--- src/rtl/adc_readout_scheduler.sv ---
// Snapshots NCH decimated channel words on a CIC strobe and shifts them MSB-first onto one serial pin.
// Optional build macro: PARITY_EN appends an even-parity bit after every word.
module adc_readout_scheduler #(
  parameter int NCH      = 3,
  parameter int WIDTH    = 16,
  parameter int GAP      = 2,
  parameter int AUTO_DIV = 64
) (
  input  logic                   clk,
  input  logic                   rst_n,
  input  logic                   cic_valid,
  input  logic [NCH*WIDTH-1:0]   ch_data,
  input  logic                   trig,
  input  logic                   auto_en,
  output logic                   ser_out,
  output logic                   word_start,
  output logic [1:0]             ch_id,
  output logic                   busy,
  output logic                   overrun,
  output logic [1:0]             dbg_state
);

`ifdef PARITY_EN
  localparam int WLEN = WIDTH + 1;
`else
  localparam int WLEN = WIDTH;
`endif
  localparam int PW = $clog2(WLEN + 1);
  localparam int GW = (GAP > 1) ? $clog2(GAP) : 1;
  localparam int AW = (AUTO_DIV > 1) ? $clog2(AUTO_DIV) : 1;
  localparam int FW = NCH * WIDTH;

  typedef enum logic [1:0] {S_IDLE, S_ARM, S_SHIFT, S_GAP} state_t;

  state_t          state_q, state_d;
  logic [FW-1:0]   frame_q, frame_d, snap_order;
  logic [PW-1:0]   pos_q, pos_d;
  logic [1:0]      ch_q, ch_d;
  logic [GW-1:0]   gap_q, gap_d;
  logic            par_q, par_d;
  logic            trig_s1, trig_s2, trig_s3;
  logic [AW-1:0]   auto_cnt;
  logic            trig_req, auto_wrap, req, data_phase;

  // Handshake: cic_valid is a one-cycle strobe with no back-pressure; a set not
  // captured in ARM is simply lost, and req is a one-cycle pulse never held.

  always_ff @(posedge clk or negedge rst_n) begin
    if (!rst_n) begin
      trig_s1 <= 1'b0;
      trig_s2 <= 1'b0;
      trig_s3 <= 1'b0;
    end else begin
      trig_s1 <= trig;
      trig_s2 <= trig_s1;
      trig_s3 <= trig_s2;
    end
  end

  assign trig_req  = trig_s2 & ~trig_s3;
  assign auto_wrap = cic_valid & (auto_cnt == AW'(AUTO_DIV - 1));
  assign req       = auto_en ? auto_wrap : trig_req;

  always_ff @(posedge clk or negedge rst_n) begin
    if (!rst_n) begin
      auto_cnt <= '0;
    end else if (!auto_en) begin
      auto_cnt <= '0;
    end else if (cic_valid) begin
      auto_cnt <= auto_wrap ? '0 : auto_cnt + AW'(1);
    end
  end

  // Channel 0 is placed at the top so the whole frame leaves MSB-first by shifting left.
  always_comb begin
    snap_order = '0;
    for (int k = 0; k < NCH; k++) begin
      snap_order[(NCH-1-k)*WIDTH +: WIDTH] = ch_data[k*WIDTH +: WIDTH];
    end
  end

  assign data_phase = (pos_q < PW'(WIDTH));

  always_ff @(posedge clk or negedge rst_n) begin
    if (!rst_n) begin
      state_q <= S_IDLE;
      frame_q <= '0;
      pos_q   <= '0;
      ch_q    <= '0;
      gap_q   <= '0;
      par_q   <= 1'b0;
    end else begin
      state_q <= state_d;
      frame_q <= frame_d;
      pos_q   <= pos_d;
      ch_q    <= ch_d;
      gap_q   <= gap_d;
      par_q   <= par_d;
    end
  end

  always_comb begin
    state_d = state_q;
    frame_d = frame_q;
    pos_d   = pos_q;
    ch_d    = ch_q;
    gap_d   = gap_q;
    par_d   = par_q;
    case (state_q)
      S_IDLE: begin
        if (req) state_d = S_ARM;
      end
      S_ARM: begin
        if (cic_valid) begin
          frame_d = snap_order;
          pos_d   = '0;
          ch_d    = '0;
          par_d   = 1'b0;
          state_d = S_SHIFT;
        end
      end
      S_SHIFT: begin
        if (data_phase) begin
          frame_d = frame_q << 1;
          par_d   = par_q ^ frame_q[FW-1];
        end
        if (pos_q == PW'(WLEN - 1)) begin
          pos_d = '0;
          par_d = 1'b0;
          if (ch_q == 2'(NCH - 1)) begin
            state_d = S_IDLE;
          end else if (GAP > 0) begin
            gap_d   = '0;
            state_d = S_GAP;
          end else begin
            ch_d = ch_q + 2'd1;
          end
        end else begin
          pos_d = pos_q + PW'(1);
        end
      end
      S_GAP: begin
        if (gap_q == GW'(GAP - 1)) begin
          ch_d    = ch_q + 2'd1;
          state_d = S_SHIFT;
        end else begin
          gap_d = gap_q + GW'(1);
        end
      end
      default: state_d = S_IDLE;
    endcase
  end

  always_ff @(posedge clk or negedge rst_n) begin
    if (!rst_n) begin
      overrun <= 1'b0;
    end else if (req && (state_q != S_IDLE)) begin
      overrun <= 1'b1;
    end
  end

  // Outputs decode registered state only, so reset forces them low immediately.
  assign busy       = (state_q == S_SHIFT) || (state_q == S_GAP);
  assign ser_out    = (state_q == S_SHIFT) && (data_phase ? frame_q[FW-1] : par_q);
  assign word_start = (state_q == S_SHIFT) && (pos_q == '0);
  assign ch_id      = busy ? ch_q : 2'd0;
  assign dbg_state  = state_q;

endmodule

--- config.mk ---
export PLATFORM = sky130hd
export DESIGN_NAME = adc_readout_scheduler
export DESIGN_NICKNAME = d
export VERILOG_FILES = /design/src/rtl/adc_readout_scheduler.sv
export SDC_FILE = /design/constraint.sdc
export NUM_CORES = 1
export LEC_CHECK = 0
export ABC_CLOCK_PERIOD_IN_PS = 1630
export CAP_MARGIN = 10
export CORE_ASPECT_RATIO = 0.5
export CORE_MARGIN = 3
export CORE_UTILIZATION = 40
export CTS_BUF_LIST = sky130_fd_sc_hd__clkbuf_16
export DETAILED_ROUTE_END_ITERATION = 16
export SLEW_MARGIN = 20
export SYNTH_ARGS = -nofsm -noshare
export SYNTH_HDL_FRONTEND = slang
export SYNTH_SLANG_ARGS = --single-unit
--- constraint.sdc ---
create_clock -name clk -period 1.63 [get_ports clk]
set_input_delay 0.2445 -clock clk [delete_from_list [all_inputs] [get_ports clk]]
set_output_delay 0.2445 -clock clk [all_outputs]
set_load 0.01 [all_outputs]
==> results of run 1 <==
==> routing by layer <==
layer	wire (um)	GRT usage	up-vias
li1	-	-	1466
met1	3850	0.245	1479
met2	3950	0.289	62
met3	393	0.0611	2
met4	19	0.0547	0
met5	0	0	-
==> cell families (layout without fill, tap and decap cells) <==
| family | Yosys count | after routing | synth area share |
|---|---|---|---|
| mux | 4 | 4 | 0.0118 |
| compound gates | 77 | 77 | 0.145 |
| simple gates | 186 | 186 | 0.248 |
| xor+xnor | 3 | 3 | 0.00777 |
| flops | 69 | 69 | 0.511 |
| buf+inv | 37 | 110 | 0.0611 |
| fa+ha+maj | 4 | 4 | 0.0148 |
==> cell usage after synthesis (2+ instances only) <==
library cell  count  area (um2)
a22o_1            3        26.3
inv_1             5        18.8
nor2b_1           4        25.0
a31oi_1          50         313
clkbuf_1          2        7.51
or2_2             2        12.5
dfrtp_1          69        1730
nor3_1           49         245
nor2_1            5        18.8
nand3b_1          2        15.0
nand2_1         104         390
nand2b_1          4        25.0
buf_4             2        15.0
xor2_1            3        26.3
and2_1            3        18.8
buf_2            24         120
o21ai_0          10        50.1
buf_6             4        45.0
ha_1              4        50.1
o31ai_1           2        15.0
a21oi_1           3        15.0
nand3_1           6        30.0
mux2i_1           4        40.0
==> how the worst max path moves through the flow <==
stage	start	to	depth (start not counted)
after detailed placement	cic_valid	auto_cnt[5]	4
after CTS	dbg_state[0]	ser_out	3
after global placement	cic_valid	auto_cnt[5]	4
after global routing	dbg_state[1]	par_q	6
after floorplan	dbg_state[1]	word_start	5
final	dbg_state[0]	word_start	4
==> timing repair <==
item / 4_1_cts / 5_1_grt
gates resized for setup: 13 / 3
buffers inserted: 0 / 0
hold buffers: 1 / 0
endpoints found under the setup margin: 7 / 2
endpoints found under the hold margin: 69 / 0
==> registers in the layout (all words and copies together), names as in the netlist <==
| signal | cells |
|---|---|
| par_q | 1 |
| dbg_state | 2 |
| trig_s1 | 1 |
| auto_cnt | 6 |
| pos_q | 5 |
| ch_q | 2 |
| trig_s2 | 1 |
| gap_q | 1 |
| trig_s3 | 1 |
| frame_q | 48 |
| overrun | 1 |
==> report_power, final <==
group / internal, uW / switching, uW
sequential: 2450 / 404
combinational: 1680 / 2040
clock: 1190 / 768
total: 5310 / 3220
==> metrics by stage <==
| stage | hold WS [ps] | area (um2) | utilization | power, uW |
|---|---|---|---|---|
| floorplan | -51.1 | 3380 | - | 5410 |
| global placement | 294 | 4250 | 0.524 | 6480 |
| detailed placement | 301 | 4250 | 0.524 | 6640 |
| CTS | 337 | 4550 | 0.561 | 8600 |
| global route | 351 | 4570 | 0.563 | 9260 |
| finish | 346 | 4570 | 0.563 | 8530 |
==> area by class of cell <==
cell class	instances	area, um2
Timing Repair Buffer	89	897
Inverter	5	18.8
Fill cell	717	3550
Tap cell	112	140
Clock inverter	7	73.8
Sequential cell	69	1730
Multi-Input combinational cell	274	1490
Clock buffer	9	225
==> metrics.md, run 1 <==
| Metric | Value |
|---|---|
| Status | complete, no violations |
| Final setup TNS | 0 ps |
| Area growth syn-to-layout | 35.1% |
| Worst-path cell chain | nor2b_4 -> nand3b_1 -> nor3_2 -> buf_2 |
| All-layer global routing usage | 0.184 |
| Syn Nets | 437 |
| Final setup vio count | 0 |
| Power Density | 1870 nW/um2 |
| Arr. time, crit path | 1290 ps |
| Die W | 136 um |
| Hold Startpoint | trig |
| Peak supply drop | 0.00102 V |
| Relative slew margins | 0.739 |
| CP required | ~1400 ps |
| FP Rows | 23 |
| Clk sink count | 69 |
| Unrepaired setup endpoints after global routing | false |
| CTS clk-pin slew, worst paths | about 60 ps |
| Synth Cell Area | between 3000 and 4000 um2 |
| Full die area | 9660 um2 |
| Pin count of the biggest net entering global routing | 70 |
| R2r startpoint | dbg_state[0] |
| Startpoint types | flip-flop |
| Clock buffer depth | 2 |
| Placed cells | roughly 550 |
| RePlAce Congestion | 0.767 |
| H-tree depth | 3 |
| Hpwl dp | 5.45 mm |
| Core area | 8120 um2 |
| Post-synthesis cell type count | 39 |
| Clock insertion delay at the later pin of the skew report | 330 ps |
| Syn_area_per_cell | 8.90 um2 |
| Post-synth EDFFs | 0 |
| Wire per inst | 14.5 um |
| Tcrit/Tclk final | 0.942 |
| Main synth FF type | dfrtp_1 |
| Routed vias/inst | 5.33 |
| Hold Path Depth | 1 |
| Initial antenna violation count | 0 |
| Setup Skew | 6.28 ps |
| Sequential-to-total area share from yosys stat | 0.511 |
| Crit path largest cell delay | roughly 430 ps |
| Share of layout cells above drive strength 1 | 0.124 |
| Max_cap viols | 0 |
| R2r setup slk | between 100 and 150 ps |
| R2R depth | 5 |
| Final hold vios | 0 |
| Num CTS Buffers | 9 |
| Asr flop ratio synth | 1.00 |
| Kind of critical path | flip-flop to output pin |
| Most common cell after layout, fill and taps aside | nand2_1 |
| Crit Reg-Reg Endpoint | frame_q[33] |
| Gr ovfl total | 0 |
| Num ports | 61 |
| Clock Tree Root | clkbuf_16 |
| DP Worst Slack | -112 ps |
| Vias in the first global route | 2966 |
| Cells after Synth | 380 |
| Ant. Diodes | 0 |
| Final Instance Count excl. Fillers | approximately 570 |
| Routed WL | 8.21 mm |
| Synth Warn # | 0 |
| Min-delay worst type | input port to flip-flop |
| First-pass GRT wire length | 14.3 mm |
| Critical path's slowest cell | dfrtp_1 |
| Remaining routing DRC violations | 0 |
| CP Capture Type | output pin |
| CP Buf/Inv Count | 1 |
| WHS Endpoint | trig_s1 |
| Crit path time final | 1540 ps |
| TritonRoute pass-1 iters | 4 |
| Setup ws final | 94.2 ps |
| Slew @ Worst Pin | 391 ps |
| CP top delay family | flip-flops |
| Critical Path Fanout Max | 4 |
| # port buffers | 60 |
| Commonest non-fill, non-tap cells in the layout | nand2_1 (104), dfrtp_1 (69), clkdlybuf4s50_1 (52), a31oi_1 (50), nor3_1 (48) |
| Initial Utilization | 0.417 |
| Synth Register Bits | 69 |
| CTS tree | built |
| Static power due to leakage | 0.00194 uW |
| Vert. Die Dim | 71.0 um |
| Final ANT Viol Nets | 0 |
| Iter 0 DRT Violations | 244 |
| Final net count | 505 |
| Slew Viols, Final | 0 |
| Max Fclk | approximately 0.65 GHz |
| Vias | ~3000 |
Power figures use the tool's default switching activity.
==> run 2, diff against run 1 <==
Settings changed: TNS_END_PERCENT set to 20.
==> results of run 2 <==
Same layout as run 1: the final DEF is identical, and so are final timing and power.
==> run 3, diff against run 2 <==
==> constraint.sdc (replaced) <==
create_clock -name clk -period 1.63 [get_ports clk]
set_input_delay 0.489 -clock clk [delete_from_list [all_inputs] [get_ports clk]]
set_output_delay 0.489 -clock clk [all_outputs]
set_load 0.01 [all_outputs]
==> metrics.md, run 3 (same netlist as run 1, synthesis figures left out) <==
| Metric | Value |
|---|---|
| First-pass GRT wire length | 14.8 mm (+3.7%) |
| Min-delay worst type | input port to async pin |
| Gr ovfl total | 0 (unchanged) |
| Final net count | 519 (+2.8%) |
| Kind of critical path | flip-flop to output pin |
| Clock buffer depth | 2 (unchanged) |
| CTS clk-pin slew, worst paths | 60 ps (about the same) |
| Hpwl dp | 5.52 mm (+1.3%) |
| Setup ws final | -148 ps (-242 ps) |
| All-layer global routing usage | 0.191 (+0.00685) |
| Slew Viols, Final | 0 (unchanged) |
| Pin count of the biggest net entering global routing | 53 (-24%) |
| Wire per inst | 15.3 um (+5.5%) |
| Iter 0 DRT Violations | 261 (+7.0%) |
| Max Fclk | 0.563 GHz (-14%) |
| Initial antenna violation count | 0 (unchanged) |
| H-tree depth | 3 (unchanged) |
| Ant. Diodes | 0 (unchanged) |
| Critical Path Fanout Max | 3 (-1) |
| Unrepaired setup endpoints after global routing | true |
| CTS tree | built |
| Biggest register | frame_q |
| Max reg flops | 48 (unchanged) |
| Post-layout util | 0.585 (+0.0227) |
| Routed vias/inst | 5.36 (+0.61%) |
| Share of layout cells above drive strength 1 | 0.180 (+0.0566) |
| Static power due to leakage | 0.00204 uW (+5.1%) |
| Slew @ Worst Pin | 409 ps (+18.1 ps) |
| CTS Hold Bufs | 0 (-1) |
| FP Rows | 23 (unchanged) |
| Final hold vios | 0 (unchanged) |
| DP Worst Slack | -424 ps (-312 ps) |
| Max_cap viols | 0 (unchanged) |
| TritonRoute pass-1 iters | 4 (unchanged) |
| Die W | 136 um (unchanged) |
| CP Capture Type | output pin |
| Placed Area | 4280 um2 (+0.68%) |
| Num CTS Buffers | 9 (unchanged) |
| Commonest non-fill, non-tap cells in the layout | nand2_1 (104), dfrtp_1 (68), a31oi_1 (50), clkdlybuf4s50_1 (50), nor3_1 (43) |
| Arr. time, crit path | 1290 ps (about the same) |
| CP required | 1140 ps (-250 ps) |
| Failing checks | setup timing |
| Final setup vio count | 2 (+2) |
| Final Instance Count excl. Fillers | 578 (+2.3%) |
| Clock insertion delay at the later pin of the skew report | 340 ps (about the same) |
| Vias | 3097 (+2.9%) |
| Status | finished, violations left |
| Power Density | 1880 nW/um2 (+0.82%) |
| Post-route cell area | 4750 um2 (+4.0%) |
| Remaining routing DRC violations | 0 (unchanged) |
| Routed WL | 8.86 mm (+7.9%) |
| Final setup TNS | -206 ps (-206 ps) |
| Largest regs | frame_q (48), auto_cnt (6), pos_q (5) |
| Tcrit/Tclk final | 1.09 (+0.148) |
| RePlAce Congestion | 0.754 (-1.7%) |
| Initial Utilization | 0.417 (unchanged) |
| Setup Skew | 10.9 ps (+4.61 ps) |
| Clock Tree Root | clkbuf_16 |
| Vert. Die Dim | 71.0 um (unchanged) |
| Crit path time final | 1780 ps (+242 ps) |
| Full die area | 9660 um2 (unchanged) |
| Final ANT Viol Nets | 0 (unchanged) |
| # port buffers | 60 (unchanged) |
| Relative slew margins | 0.727 (-0.0121) |
| Placed cells | 551 (+0.55%) |
| Peak supply drop | 0.000904 V (-12%) |
| Clk sink count | 69 (unchanged) |
| Area growth syn-to-layout | 40.5% |
| Vias in the first global route | 3171 (+6.9%) |
| Most common cell after layout, fill and taps aside | nand2_1 |
| Startpoint types | flip-flop |
| Core area | 8120 um2 (unchanged) |
| Num ports | 61 (unchanged) |
[run 3: cell count changes in the layout (fill, tap and decap cells not counted), sizes merged]
cell,before,now
buf,30,50
clkbuf,9,10
clkdlybuf4s15,1,0
clkdlybuf4s50,52,50
clkinv,1,2
clkinvlp,3,2
dlygate4sd2,5,2
dlygate4sd3,1,0
inv,7,6
[run 3: cell type report]
| type | instances | area (um2) |
|---|---|---|
| inverters | 5 | 18.8 |
| clock inverters | 6 | 56.3 |
| fillers | 704 | 3360 |
| well taps | 112 | 140 |
| multi-input cells | 274 | 1540 |
| flip-flops and latches | 69 | 1730 |
| clock buffers | 9 | 225 |
| repair buffers | 103 | 1050 |
[run 3: routing by layer]
metal | routed length, um | share of wire | track usage
met1 | 4040 | 0.46 | 0.247
met2 | 4250 | 0.48 | 0.301
met3 | 493 | 0.056 | 0.0689
met4 | 81 | 0.0091 | 0.0637
met5 | 0 | 0 | 0
[run 3: critical path: stages (launching register included)]
cell and delay, ps:
dfrtp_1 430, nor2b_4 150, nand3b_1 110, nor3_2 120
buf_2 150
[run 3: what timing repair did]
action | CTS | global route
gates cloned | 0 | 1
pin swaps | 2 | 1
gates resized for setup | 45 | 11
buffers inserted | 8 | 3
setup endpoints to repair | 50 | 30
[run 3: final timing paths]
path | from | end | slack, ps | depth (start not counted)
worst max register to register | dbg_state[0] | frame_q[45] | 80 | 6
worst min-delay path | rst_n | frame_q[36] | 30 | 1
max in group asynchronous | rst_n | dbg_state[1] | 1080 | 2
min in group clk | trig_s1 | trig_s2 | 350 | 0
worst min register to register | trig_s1 | trig_s2 | 350 | 0
worst max-delay path | dbg_state[0] | word_start | -150 | 4
[run 3: where the power goes]
group          total [uW]  internal (uW)  switching, uW
clock network        1870           1160            714
logic                4210           1980           2230
registers            2870           2450            415
[run 3: through the flow]
step,total power (uW),hold WS (ps)
finish,8950,30.8
global route,9640,28.6
CTS,8720,29.3
detailed placement,6610,344
global placement,6450,337
floorplan,5430,193
